--- src/rtl/multicycle_control_fsm_if.sv ---
// multicycle_control_fsm_if: opcode/memory-ready inputs and datapath control outputs of the multicycle control unit
interface multicycle_control_fsm_if #(parameter int OP_W = 5, parameter int CNT_W = 32);
  logic [OP_W-1:0] Op;
  logic mem_ready;
  logic PCWriteCond, PCWrite, IorD, MemRead, MemWrite, MemtoReg, IRWrite;
  logic [1:0] PCSource, ALUOp, ALUSrcB;
  logic ALUSrcA, RegWrite, RegDst;
  logic [3:0] state;
  logic instr_done;
  logic [CNT_W-1:0] instr_count;
`ifdef ILLEGAL_OP_TRAP_EN
  logic illegal_op;
  modport master (output Op, mem_ready,
    input PCWriteCond, PCWrite, IorD, MemRead, MemWrite, MemtoReg, IRWrite, PCSource, ALUOp, ALUSrcB,
    ALUSrcA, RegWrite, RegDst, state, instr_done, instr_count, illegal_op);
  modport slave (input Op, mem_ready,
    output PCWriteCond, PCWrite, IorD, MemRead, MemWrite, MemtoReg, IRWrite, PCSource, ALUOp, ALUSrcB,
    ALUSrcA, RegWrite, RegDst, state, instr_done, instr_count, illegal_op);
`else
  modport master (output Op, mem_ready,
    input PCWriteCond, PCWrite, IorD, MemRead, MemWrite, MemtoReg, IRWrite, PCSource, ALUOp, ALUSrcB,
    ALUSrcA, RegWrite, RegDst, state, instr_done, instr_count);
  modport slave (input Op, mem_ready,
    output PCWriteCond, PCWrite, IorD, MemRead, MemWrite, MemtoReg, IRWrite, PCSource, ALUOp, ALUSrcB,
    ALUSrcA, RegWrite, RegDst, state, instr_done, instr_count);
`endif
endinterface

--- src/rtl/multicycle_control_fsm.sv ---
// multicycle_control_fsm: multicycle MIPS control unit with memory-ready waits and retire counter; ILLEGAL_OP_TRAP_EN adds a TRAP state
module multicycle_control_fsm #(
  parameter int OP_W = 5,
  parameter logic [OP_W-1:0] OP_RTYPE = 0,
  parameter logic [OP_W-1:0] OP_LW = 1,
  parameter logic [OP_W-1:0] OP_SW = 2,
  parameter logic [OP_W-1:0] OP_BEQ = 3,
  parameter logic [OP_W-1:0] OP_J = 4,
  parameter logic [OP_W-1:0] OP_ADDI = 5,
  parameter int CNT_W = 32
) (
  input logic clk,
  input logic rst,
  multicycle_control_fsm_if.slave bus
);
`ifdef ILLEGAL_OP_TRAP_EN
  typedef enum logic [3:0] {FETCH = 0, DECODE = 1, MEMADR = 2, MEMRD = 3, MEMWB = 4, MEMWR = 5, EXEC = 6,
    ALUWB = 7, BRANCH = 8, JUMP = 9, ADDIEX = 10, ADDIWB = 11, TRAP = 12} stateT;
  localparam stateT BAD_NEXT = TRAP;
`else
  typedef enum logic [3:0] {FETCH = 0, DECODE = 1, MEMADR = 2, MEMRD = 3, MEMWB = 4, MEMWR = 5, EXEC = 6,
    ALUWB = 7, BRANCH = 8, JUMP = 9, ADDIEX = 10, ADDIWB = 11} stateT;
  localparam stateT BAD_NEXT = FETCH;
`endif
  typedef struct packed {
    logic pcWriteCond, pcWrite, iorD, memRead, memWrite, memtoReg, irWrite;
    logic [1:0] pcSource, aluOp, aluSrcB;
    logic aluSrcA, regWrite, regDst;
  } ctlT;
  stateT stateQ, stateD;
  ctlT ctl;
  logic done;
  logic [CNT_W-1:0] count;
  always_ff @(posedge clk) begin
    if (rst) begin
      stateQ <= FETCH;
      count <= '0;
    end else begin
      stateQ <= stateD;
      if (done) count <= count + CNT_W'(1);
    end
  end
  always_comb begin
    ctl = '0;
    done = 1'b0;
    stateD = stateQ;
    case (stateQ)
      FETCH: begin
        ctl.memRead = 1'b1;
        ctl.aluSrcB = 2'b01;
        ctl.irWrite = bus.mem_ready;
        ctl.pcWrite = bus.mem_ready;
        stateD = bus.mem_ready ? DECODE : FETCH;
      end
      DECODE: begin
        ctl.aluSrcB = 2'b11;
        stateD = (bus.Op == OP_LW || bus.Op == OP_SW) ? MEMADR :
                 bus.Op == OP_RTYPE ? EXEC :
                 bus.Op == OP_BEQ ? BRANCH :
                 bus.Op == OP_J ? JUMP :
                 bus.Op == OP_ADDI ? ADDIEX : BAD_NEXT;
      end
      MEMADR: begin
        ctl.aluSrcA = 1'b1;
        ctl.aluSrcB = 2'b10;
        stateD = bus.Op == OP_LW ? MEMRD : MEMWR;
      end
      MEMRD: begin
        ctl.memRead = 1'b1;
        ctl.iorD = 1'b1;
        stateD = bus.mem_ready ? MEMWB : MEMRD;
      end
      MEMWB: begin
        ctl.memtoReg = 1'b1;
        ctl.regWrite = 1'b1;
        done = 1'b1;
        stateD = FETCH;
      end
      MEMWR: begin
        ctl.memWrite = 1'b1;
        ctl.iorD = 1'b1;
        done = bus.mem_ready;
        stateD = bus.mem_ready ? FETCH : MEMWR;
      end
      EXEC: begin
        ctl.aluSrcA = 1'b1;
        ctl.aluOp = 2'b10;
        stateD = ALUWB;
      end
      ALUWB: begin
        ctl.regDst = 1'b1;
        ctl.regWrite = 1'b1;
        done = 1'b1;
        stateD = FETCH;
      end
      BRANCH: begin
        ctl.aluSrcA = 1'b1;
        ctl.aluOp = 2'b01;
        ctl.pcSource = 2'b01;
        ctl.pcWriteCond = 1'b1;
        done = 1'b1;
        stateD = FETCH;
      end
      JUMP: begin
        ctl.pcSource = 2'b10;
        ctl.pcWrite = 1'b1;
        done = 1'b1;
        stateD = FETCH;
      end
      ADDIEX: begin
        ctl.aluSrcA = 1'b1;
        ctl.aluSrcB = 2'b10;
        stateD = ADDIWB;
      end
      ADDIWB: begin
        ctl.regWrite = 1'b1;
        done = 1'b1;
        stateD = FETCH;
      end
`ifdef ILLEGAL_OP_TRAP_EN
      TRAP: stateD = TRAP;
`endif
      default: stateD = FETCH;
    endcase
  end
  // reset masks every control output so a held rst never drives the datapath
  assign {bus.PCWriteCond, bus.PCWrite, bus.IorD, bus.MemRead, bus.MemWrite, bus.MemtoReg, bus.IRWrite,
          bus.PCSource, bus.ALUOp, bus.ALUSrcB, bus.ALUSrcA, bus.RegWrite, bus.RegDst} = rst ? '0 : ctl;
  assign bus.instr_done = done & ~rst;
  assign bus.state = stateQ;
  assign bus.instr_count = count;
`ifdef ILLEGAL_OP_TRAP_EN
  assign bus.illegal_op = (stateQ == TRAP) & ~rst;
`endif
endmodule

--- src/flat_wrapper.sv ---
// flat-port wrapper written by rule: the top's interface ports become plain ports
module multicycle_control_fsm_flat 
#(
  parameter int OP_W = 5,
  parameter logic [OP_W-1:0] OP_RTYPE = 0,
  parameter logic [OP_W-1:0] OP_LW = 1,
  parameter logic [OP_W-1:0] OP_SW = 2,
  parameter logic [OP_W-1:0] OP_BEQ = 3,
  parameter logic [OP_W-1:0] OP_J = 4,
  parameter logic [OP_W-1:0] OP_ADDI = 5,
  parameter int CNT_W = 32
)
  (clk, rst, bus_Op, bus_mem_ready, bus_PCWriteCond, bus_PCWrite, bus_IorD, bus_MemRead, bus_MemWrite, bus_MemtoReg, bus_IRWrite, bus_PCSource, bus_ALUOp, bus_ALUSrcB, bus_ALUSrcA, bus_RegWrite, bus_RegDst, bus_state, bus_instr_done, bus_instr_count);
  multicycle_control_fsm_if #(.OP_W(OP_W), .CNT_W(CNT_W)) bus_i ();
  input logic clk;
  input logic rst;
  input wire logic [$bits(bus_i.Op)-1:0] bus_Op;
  input wire logic [$bits(bus_i.mem_ready)-1:0] bus_mem_ready;
  output wire logic [$bits(bus_i.PCWriteCond)-1:0] bus_PCWriteCond;
  output wire logic [$bits(bus_i.PCWrite)-1:0] bus_PCWrite;
  output wire logic [$bits(bus_i.IorD)-1:0] bus_IorD;
  output wire logic [$bits(bus_i.MemRead)-1:0] bus_MemRead;
  output wire logic [$bits(bus_i.MemWrite)-1:0] bus_MemWrite;
  output wire logic [$bits(bus_i.MemtoReg)-1:0] bus_MemtoReg;
  output wire logic [$bits(bus_i.IRWrite)-1:0] bus_IRWrite;
  output wire logic [$bits(bus_i.PCSource)-1:0] bus_PCSource;
  output wire logic [$bits(bus_i.ALUOp)-1:0] bus_ALUOp;
  output wire logic [$bits(bus_i.ALUSrcB)-1:0] bus_ALUSrcB;
  output wire logic [$bits(bus_i.ALUSrcA)-1:0] bus_ALUSrcA;
  output wire logic [$bits(bus_i.RegWrite)-1:0] bus_RegWrite;
  output wire logic [$bits(bus_i.RegDst)-1:0] bus_RegDst;
  output wire logic [$bits(bus_i.state)-1:0] bus_state;
  output wire logic [$bits(bus_i.instr_done)-1:0] bus_instr_done;
  output wire logic [$bits(bus_i.instr_count)-1:0] bus_instr_count;
  assign bus_i.Op = bus_Op;
  assign bus_i.mem_ready = bus_mem_ready;
  assign bus_PCWriteCond = bus_i.PCWriteCond;
  assign bus_PCWrite = bus_i.PCWrite;
  assign bus_IorD = bus_i.IorD;
  assign bus_MemRead = bus_i.MemRead;
  assign bus_MemWrite = bus_i.MemWrite;
  assign bus_MemtoReg = bus_i.MemtoReg;
  assign bus_IRWrite = bus_i.IRWrite;
  assign bus_PCSource = bus_i.PCSource;
  assign bus_ALUOp = bus_i.ALUOp;
  assign bus_ALUSrcB = bus_i.ALUSrcB;
  assign bus_ALUSrcA = bus_i.ALUSrcA;
  assign bus_RegWrite = bus_i.RegWrite;
  assign bus_RegDst = bus_i.RegDst;
  assign bus_state = bus_i.state;
  assign bus_instr_done = bus_i.instr_done;
  assign bus_instr_count = bus_i.instr_count;
  multicycle_control_fsm #(.OP_W(OP_W), .OP_RTYPE(OP_RTYPE), .OP_LW(OP_LW), .OP_SW(OP_SW), .OP_BEQ(OP_BEQ), .OP_J(OP_J), .OP_ADDI(OP_ADDI), .CNT_W(CNT_W)) u_core (.clk(clk), .rst(rst), .bus(bus_i));
endmodule
--- config.mk ---
export PLATFORM = sky130hd
export DESIGN_NAME = multicycle_control_fsm_flat
export DESIGN_NICKNAME = d
export VERILOG_FILES = /design/src/rtl/multicycle_control_fsm_if.sv /design/src/rtl/multicycle_control_fsm.sv /design/src/flat_wrapper.sv
export SDC_FILE = /design/constraint.sdc
export NUM_CORES = 1
export LEC_CHECK = 0
export BUFFER_PORTS_ARGS = -buffer_cell sky130_fd_sc_hd__buf_4
export CORE_UTILIZATION = 46
export DETAILED_ROUTE_END_ITERATION = 16
export PLACE_DENSITY = 0.72
export SLEW_MARGIN = 20
export SYNTH_ARGS = -nofsm -noshare
export SYNTH_HDL_FRONTEND = slang
export SYNTH_SLANG_ARGS = --single-unit
--- constraint.sdc ---
create_clock -name clk -period 2.53 [get_ports clk]
set_input_delay 0.3795 -clock clk [delete_from_list [all_inputs] [get_ports clk]]
set_output_delay 0.3795 -clock clk [all_outputs]
set_load 0.02 [all_outputs]
==> flow_metrics.py, run 1 <==
metrics = {
    "power": {
        "clockPowerShare_pct": 41.4,
        "p_int_uw": 919,
        "ir_drop_v": 0.000310,
        "leakage_uw": 0.00106,
        "power.density_nw_per_um2": 437,
        "combPwrFrac_pct": 11.3,
        "seqPwrFrac_pct": 47.3,
        "p_total_uw": 1220,
        "p_sw_uw": 304,
        "p_sw_share_pct": 24.9,
    },
    "sta": {
        "tightest_slew_ps": 505,
        "layout_min_cycle_time_ps": 2230,
        "grt_setup_unrepaired": "false",
        "setup_slack_ps": 303,
        "finalHoldViolCount": 0,
        "setup_viol": 0,
        "slew_viol_final": 0,
        "fin_crit_sh_pct": 88.0,
        "final.setup.tns_ps": 0,
        "fmax_mhz": 449,
        "fin_skew_ps": 3.32,
        "slew_headroom_pct": 65.9,
    },
    "setup_path": {
        "start_kind": "flip-flop",
        "r2r_cells": 4,
        "critPathKind": "flip-flop to primary output",
        "arrival_ps": 1850,
        "endpoint": "bus_instr_done",
        "r2r_start": "u_core.bus.instr_count[3]",
        "worst-r2r-setup-slack_ps": 340,
        "critPathMaxFanout": 53,
        "worstSetupStartpoint": "u_core.bus.state[1]",
        "cp_data_required_time_ps": 2150,
        "cp-end-kind": "primary output",
        "r2r-end": "u_core.bus.instr_count[29]",
    },
    "detailed_routing": {
        "drt_wl_total_um": 5420,
        "postRouteAntennaNets": 0,
        "first_pass_iters": 6,
        "post_drt_wl_per_cell_um": 14.2,
        "via_per_inst": 5.96,
        "route.vias.total": 2276,
        "drt_iter0_drc": 157,
        "drc_errors": 0,
    },
    "floorplan": {
        "dieArea_um2": 5050,
        "pin_count": 61,
        "rows": 24,
        "die_w_um": 71.0,
        "initial_utilization_pct": 49.0,
        "die_h_um": 71.0,
        "core_area_um2": 4470,
    },
    "cts": {
        "post_cts_buffers": 0,
        "cts_buffers": 5,
        "cts_sinks": 36,
        "cts.htree.levels": 2,
        "cts_root_buf": "clkbuf_8",
        "cts_resized": 0,
        "clk_latency_ps": 290,
        "cts.clk_slew.worst_paths_ps": 70,
        "ctsLongestPathBuffers": 2,
        "cts_tree": "built",
        "hold_buffers": 0,
    },
    "logic_synthesis": {
        "syn_nets": 285,
        "netlist_instances": 276,
        "ys_types": 46,
        "synth_ff_type": "dfxtp_1",
        "ys_seq_elements": 36,
        "ys_warn_count": 0,
        "async_flop_share_pct": 0,
        "syn_area_per_cell_um2": 7.94,
        "seq_area_frac_synth_pct": 32.9,
        "synth_area_um2": 2190,
        "synth-edff-count": 0,
    },
    "global_routing": {
        "track_usage_pct": 22.0,
        "antenna_found_initial": 0,
        "grt_pass1_wl_um": 9000,
        "grt_max_degree": 54,
        "first_global_vias": 1985,
        "globalRouteOverflowTotal": 0,
    },
    "outcome": {
        "outcome": "finished clean",
    },
    "layout": {
        "drive_gt1_share_pct": 24.2,
        "area_growth_pct": 27.6,
        "nNetsFinal": 338,
        "antenna_cells": 0,
    },
    "placement": {
        "io_buffers": 60,
        "dp_slack_ps": 342,
        "gp_congestion": 0.838,
        "dp_hpwl_um": 3790,
    },
    "min_path": {
        "hp-class": "input port to flip-flop",
    },
    "run": {
        "cap_violations": 0,
    },
}
==> routing by layer <==
layer  vias up  routed length [um]  global-route usage, %
met5         -                   0                      0
met4         0                  82                   7.33
met3         8                 159                   3.70
met2        44                2530                   35.5
met1      1065                2660                   30.0
li1       1159                   -                      -
==> power by group through the flow <==
stage / Sequential (uW) / Combinational [uW] / Clock [uW]
5_1_grt: 579 / 151 / 538
2_1_floorplan: 594 / 80.2 / 0
4_1_cts: 578 / 139 / 515
3_3_place_gp: 591 / 138 / 0
3_5_place_dp: 591 / 138 / 0
6_report: 578 / 138 / 506
==> worst max-delay path, cell delays in order (launching register included) <==
cell and delay, ps:
dfxtp_1 470, nor2b_1 400, a2111o_1 210, buf_12 230, nor2_1 60, buf_4 170
==> kinds of logic after synthesis <==
group	share of synthesized area [%]
adder cells (fa/ha/maj)	0.571
multiplexers	6.11
buffers and inverters	4.85
XOR/XNOR	0.799
AND/OR/NAND/NOR	38.1
AO/OA/AOI/OAI	16.7
flip-flops	32.9
==> flip-flops by register name, indices dropped and copies added, names as in the netlist <==
| name | flops |
|---|---|
| u_core.bus.instr_count | 32 |
| u_core.bus.state | 4 |
==> stage by stage <==
step / cell area (um^2) / hold WS (ps) / cells / utilization, %
2_1_floorplan: 2190 / 559 / 276 / -
3_3_place_gp: 2690 / 481 / 374 / 60.1
3_5_place_dp: 2690 / 483 / 374 / 60.1
4_1_cts: 2800 / 390 / 382 / 62.5
5_1_grt: 2800 / 399 / 382 / 62.5
6_report: 2800 / 392 / 382 / 62.5
==> cells in the final DEF, fill, tap and decap left out, types with 4 or more instances in the layout <==
cell      netlist  final
a21oi_1        24     24
nor2b_1        13     13
dfxtp_1        36     36
clkbuf_8        0      5
mux2_1         10     10
inv_1           4      4
or3_1           4      4
nor2_1         21     21
o21ai_0         4      4
nand3_1        13     13
and4_1          4      4
or4_1          22     22
nand4_1        10     10
buf_4           1     67
and2_1          6      6
nor3_1          7      7
nand2_1        15     15
and3_1          4      4
nor4_1         10     10
o31ai_1        17     17
==> worst min-delay path by stage <==
| stage | startpoint | to | depth (start not counted) |
|---|---|---|---|
| 2_1_floorplan | u_core.bus.instr_count[13] | u_core.bus.instr_count[13] | 2 |
| 3_3_place_gp | u_core.bus.instr_count[13] | u_core.bus.instr_count[13] | 2 |
| 3_5_place_dp | u_core.bus.instr_count[13] | u_core.bus.instr_count[13] | 2 |
| 4_1_cts | bus_Op[0] | u_core.bus.state[1] | 3 |
| 5_1_grt | bus_Op[0] | u_core.bus.state[1] | 3 |
| 6_report | bus_Op[0] | u_core.bus.state[1] | 3 |
==> area by class of cell <==
type / count / area (um^2)
fillers: 410 / 1680
multi-input cells: 214 / 1370
flip-flops and latches: 36 / 721
repair buffers: 68 / 523
clock buffers: 6 / 72.6
well taps: 52 / 65.1
clock inverters: 2 / 35.0
inverters: 4 / 15.0
==> Yosys cell counts (2+ instances only) <==
master	count	area share, %
nor4_1	10	2.9
o31ai_1	17	5.8
a21oi_1	24	5.5
and2_1	6	1.7
o21ai_0	4	0.91
a31oi_1	3	0.86
and3_1	4	1.1
nor2_1	21	3.6
o21bai_1	2	0.68
nor2b_1	13	3.7
dfxtp_1	36	33
inv_1	4	0.68
buf_2	4	0.91
nand2b_1	3	0.86
nand4_1	10	2.9
nand2_1	15	2.6
nor3b_1	2	0.68
buf_1	3	0.51
and4_1	4	1.6
or4_1	22	7.5
clkbuf_1	14	2.4
or3_1	4	1.1
nor3_1	7	1.6
nand3_1	13	3.0
mux2_1	10	5.1
Power figures use the tool's default switching activity.
==> run 2, diff against run 1 <==
Settings changed: CORE_UTILIZATION 46 to 25, PLACE_DENSITY 0.72 to unset, SETUP_SLACK_MARGIN set to 0.4.
==> run 2 against run 1 <==
Compared with the run above:
- final area up 14%
- non-clock buffer count up 13
- largest cell class unchanged
- core utilization down 24 points
- critical endpoint is now u_core.bus.instr_count[29]
- total power down 2.7%
==> flow_metrics.py, run 2 (synthesis gave the netlist of run 1 again) <==
metrics = {
    "detailed_routing": {
        "drt_iter0_drc": 86,
        "drt_wl_total_um": 6520,
        "drc_errors": 0,
        "route.vias.total": 2362,
        "first_pass_iters": 4,
        "via_per_inst": 5.27,
        "postRouteAntennaNets": 0,
        "post_drt_wl_per_cell_um": 14.6,
    },
    "layout": {
        "fin_cells": 448,
        "drive_gt1_share_pct": 35.0,
        "final_common_cell": "buf_4",
        "largest_reg_flops": 32,
        "area_growth_pct": 44.9,
        "layout_common_cells": "68 x buf_4, 30 x dfxtp_1, 22 x a21oi_1",
        "nNetsFinal": 351,
        "ff_latch_area_um2": 733,
        "multi_input_area_um2": 1490,
        "antenna_cells": 0,
        "final_area_um2": 3180,
        "n_fill_cell": 873,
    },
    "setup_path": {
        "slowest_stage": "a2111o_1",
        "cp-end-kind": "flip-flop",
        "cp_common_cell": "buf_12",
        "crit_chain": "buf_6 -> nor4bb_4 -> a2111o_1 -> buf_12 -> buf_12 -> buf_12 -> nor4_1 -> mux2_1",
        "start_kind": "flip-flop",
        "arrival_ps": 2280,
        "critPathMaxFanout": 5,
        "critPathKind": "flip-flop to flip-flop",
        "cp_data_required_time_ps": 2720,
        "slowest_delay_ps": 350,
    },
    "placement": {
        "placed_cell_area_um2": 2760,
        "io_buffers": 60,
        "dp_hpwl_um": 4180,
        "dp.cells": 427,
        "gp_congestion": 0.813,
    },
    "cts": {
        "cts_tree": "built",
        "cts_sinks": 36,
        "cts_root_buf": "clkbuf_8",
        "cts.htree.levels": 2,
        "cts_buffers": 5,
        "clk_latency_ps": 300,
        "ctsLongestPathBuffers": 2,
        "cts.clk_slew.worst_paths_ps": 80,
    },
    "min_path": {
        "hp-class": "input port to flip-flop",
    },
    "sta": {
        "tightest_slew_ps": 467,
        "final.setup.tns_ps": 0,
        "finalHoldViolCount": 0,
        "layout_min_cycle_time_ps": 2090,
        "slew_viol_final": 0,
        "fin_crit_sh_pct": 82.7,
        "slew_headroom_pct": 68.5,
        "setup_viol": 0,
        "fmax_mhz": 478,
        "fin_skew_ps": 12.3,
        "grt_setup_unrepaired": "true",
    },
    "floorplan": {
        "dieArea_um2": 9150,
        "rows": 33,
        "core_area_um2": 8340,
        "die_w_um": 95.6,
        "initial_utilization_pct": 26.3,
        "pin_count": 61,
        "die_h_um": 95.6,
    },
    "global_routing": {
        "track_usage_pct": 14.5,
        "first_global_vias": 2154,
        "grt_pass1_wl_um": 10400,
        "antenna_found_initial": 0,
        "grt_max_degree": 45,
        "globalRouteOverflowTotal": 0,
    },
    "power": {
        "leakage_uw": 0.00121,
        "ir_drop_v": 0.000191,
        "power.density_nw_per_um2": 375,
    },
    "run": {
        "cap_violations": 0,
    },
    "outcome": {
        "outcome": "finished clean",
    },
}
## run 2: cell count changes in the layout (fill, tap and decap cells not counted), moves of 2 or more
| cell | before | now |
|---|---|---|
| dfxtp_1 | 36 | 30 |
| nor2_1 | 21 | 19 |
| or4_1 | 22 | 17 |
| bufbuf_16 | 0 | 2 |
| nor4_2 | 0 | 5 |
| nor4_1 | 10 | 4 |
| or4_4 | 0 | 5 |
| buf_12 | 1 | 4 |
| a21oi_2 | 0 | 2 |
| a21oi_1 | 24 | 22 |
| dfxtp_2 | 0 | 4 |
| buf_6 | 0 | 5 |
| dfxtp_4 | 0 | 2 |
## run 2: report_power, final
group,internal [uW],switching [uW],leakage [uW]
logic,95.5,102,0.000867
registers,569,5.41,0.000294
clock network,192,226,0.0000479
## run 2: timing repair
item,in CTS,in global routing
gates resized for setup,10,26
hold buffers,0,0
setup buffers,10,1
endpoints found under the hold margin,0,0
cloned,2,0
endpoints found under the setup margin,8,30
pin swaps,1,11
## run 2: area by class of cell
cell class	instances	share of cell area, %
multi-input cells	214	46.8
flip-flops and latches	36	23.1
repair buffers	81	22.7
well taps	105	4.14
clock buffers	5	2.17
clock inverters	3	0.591
inverters	4	0.473
## run 2: through the flow
stage / hold slack (ps) / worst slack (ps) / util, % / power, uW
3_3_place_gp: 486 / 421 / 33.1 / 731
5_1_grt: 401 / 357 / 38.1 / 1240
2_1_floorplan: 559 / 350 / - / 675
6_report: 396 / 438 / 38.1 / 1190
3_5_place_dp: 489 / 316 / 33.1 / 731
4_1_cts: 394 / 366 / 36.8 / 1200
## run 2: critical path, delay by kind of cell, from the launching register on
family                 cells  cell delay, ps
and+or+nand+nor            2             450
AOI/OAI and AO/OA          1             350
DFF                        1             330
muxes                      1             350
buffers and inverters      4             510
## run 2: layer usage
metal / GRT usage (%) / vias to the layer above / part of all wire (%)
met5: 0 / - / 0
met1: 18.3 / 1128 / 44
met3: 3.83 / 5 / 5.6
met2: 24.2 / 44 / 49
li1: - / 1185 / -
met4: 3.98 / 0 / 0.98
## run 2: final timing paths
path | startpoint | end | slack (ps) | depth (start not counted)
worst max-delay path | u_core.bus.state[0] | u_core.bus.instr_count[29] | 440 | 8
worst min-delay path | bus_Op[0] | u_core.bus.state[1] | 400 | 3
worst max register to register | u_core.bus.state[0] | u_core.bus.instr_count[29] | 440 | 8
worst min register to register | u_core.bus.instr_count[13] | u_core.bus.instr_count[13] | 500 | 2
==> run 3, diff against run 2 <==
Clock period 2.53 ns to 2.1 ns, I/O delays scaled along.
==> run 3 against run 2 <==
Compared with the run above:
- sequential cell count unchanged
- highest routed layer unchanged
- total power increased by 22%
- maximum frequency increased by 2.7%
- die area stayed put
- sequential power rose by 19%
- core utilization increased by 5.1 points
- clock-buffer cell count grew 2
- sequential share of layout area is 1.8 points lower
- final area rose by 13%
- non-clock buffer count rose by 20
==> flow_metrics.py, run 3 (synthesis gave the netlist of run 1 again) <==
metrics = {
    "outcome": {
        "outcome": "finished clean",
    },
    "cts": {
        "ctsLongestPathBuffers": 2,
        "cts_buffers": 5,
        "cts_tree": "built",
        "cts_root_buf": "clkbuf_8",
        "clk_latency_ps": 290,
        "cts.clk_slew.worst_paths_ps": 70,
        "cts.htree.levels": 2,
        "cts_sinks": 36,
    },
    "sta": {
        "setup_slack_ps": 63.3,
        "grt_setup_unrepaired": "true",
        "fmax_mhz": 491,
        "tightest_slew_ps": 495,
        "finalHoldViolCount": 0,
        "setup_viol": 0,
        "slew_viol_final": 0,
        "final.setup.tns_ps": 0,
        "slew_headroom_pct": 66.6,
        "layout_min_cycle_time_ps": 2040,
        "fin_skew_ps": 7.67,
        "fin_crit_sh_pct": 97.0,
    },
    "floorplan": {
        "die_h_um": 95.6,
        "rows": 33,
        "initial_utilization_pct": 26.3,
        "pin_count": 61,
        "die_w_um": 95.6,
        "dieArea_um2": 9150,
        "core_area_um2": 8340,
    },
    "setup_path": {
        "worst-r2r-setup-slack_ps": 60,
        "critPathKind": "flip-flop to flip-flop",
        "r2r_start": "u_core.bus.state[2]",
        "cp-end-kind": "flip-flop",
        "slowest_delay_ps": 530,
        "r2r_cells": 6,
        "cp_data_required_time_ps": 2330,
        "start_kind": "flip-flop",
        "arrival_ps": 2260,
        "slowest_stage": "a2111o_2",
        "crit_family": "simple AND/OR/NAND/NOR gates",
        "crit_chain": "nor4bb_4 -> a2111o_2 -> buf_12 -> buf_16 -> or4_4 -> a21oi_2",
        "r2r-end": "u_core.bus.instr_count[15]",
        "critPathMaxFanout": 5,
        "worstSetupStartpoint": "u_core.bus.state[2]",
        "crit_buf_inv": 2,
    },
    "global_routing": {
        "track_usage_pct": 14.7,
        "globalRouteOverflowTotal": 0,
        "antenna_found_initial": 0,
        "grt_max_degree": 31,
        "grt_pass1_wl_um": 10500,
        "first_global_vias": 2173,
    },
    "detailed_routing": {
        "route.vias.total": 2514,
        "via_per_inst": 5.37,
        "post_drt_wl_per_cell_um": 15.0,
        "drt_iter0_drc": 72,
        "drc_errors": 0,
        "postRouteAntennaNets": 0,
        "first_pass_iters": 4,
        "drt_wl_total_um": 7040,
    },
    "layout": {
        "layout_common_cells": "81 x buf_4, 21 x dfxtp_1, 20 x a21oi_1",
        "area_growth_pct": 64.2,
        "multi_input_area_um2": 1690,
        "ff_latch_area_um2": 767,
        "final_common_cell": "buf_4",
        "antenna_cells": 0,
        "n_fill_cell": 848,
        "nNetsFinal": 371,
        "drive_gt1_share_pct": 49.3,
        "final_util_pct": 43.2,
        "largest_reg_flops": 32,
    },
    "placement": {
        "dp_slack_ps": 139,
        "gp_congestion": 0.779,
        "io_buffers": 60,
        "dp_hpwl_um": 4400,
    },
    "min_path": {
        "min_from": "bus_Op[0]",
        "hold_end": "u_core.bus.state[1]",
        "whs_path_depth": 3,
        "hp-class": "input port to flip-flop",
    },
    "power": {
        "power.density_nw_per_um2": 404,
        "leakage_uw": 0.00134,
        "ir_drop_v": 0.000184,
    },
    "run": {
        "cap_violations": 0,
    },
}
run 3: worst register-to-register path, delay by kind of cell, from the launching register on:
kind            cells  cell delay (ps)
simple gates        2              670
compound gates      2              650
flops               1              360
buf+inv             2              300
run 3: area by class of cell:
| type | count | area share [%] |
|---|---|---|
| Multi-Input combinational cell | 214 | 46.9 |
| Timing Repair Buffer | 101 | 25.5 |
| Sequential cell | 36 | 21.3 |
| Tap cell | 105 | 3.65 |
| Clock buffer | 7 | 2.12 |
| Inverter | 4 | 0.417 |
| Clock inverter | 1 | 0.104 |
run 3: through the flow:
stage | hold slack [ps] | std cells | cell area (um^2) | total power [uW]
6_report | 341 | 468 | 3600 | 1450
3_3_place_gp | 486 | 431 | 2960 | 883
2_1_floorplan | 496 | 276 | 2390 | 816
5_1_grt | 349 | 468 | 3600 | 1530
4_1_cts | 326 | 453 | 3310 | 1410
3_5_place_dp | 494 | 431 | 2960 | 884
run 3: where the power goes:
group | internal [uW] | switching (uW)
Clock | 231 | 245
Combinational | 148 | 146
Sequential | 677 | 7.01
Total | 1060 | 398
run 3: repair_timing:
item / in CTS / in global routing
gates resized for setup: 23 / 40
buffers inserted: 12 / 14
pin swaps: 14 / 23
hold buffers: 0 / 0
endpoints found under the setup margin: 48 / 51
cloned: 2 / 1
run 3: layer usage:
layer	global-route usage (%)	vias to the layer above	share of wire (%)	wire [um]
met2	22.6	56	48	3350
met4	3.11	0	0.57	40
li1	-	1231	-	-
met5	0	-	0	0
met1	20.2	1223	47	3280
met3	4.39	4	5.2	366
run 3: how the worst max path moves through the flow:
stage                            endpoint  slack [ps]  depth (start not counted)
3_3_place_gp          u_core.bus.state[0]         150                          4
3_5_place_dp   u_core.bus.instr_count[31]         140                          4
4_1_cts        u_core.bus.instr_count[19]         130                          6
6_report       u_core.bus.instr_count[15]          60                          6
2_1_floorplan  u_core.bus.instr_count[25]         240                          5
5_1_grt        u_core.bus.instr_count[15]          10                          6
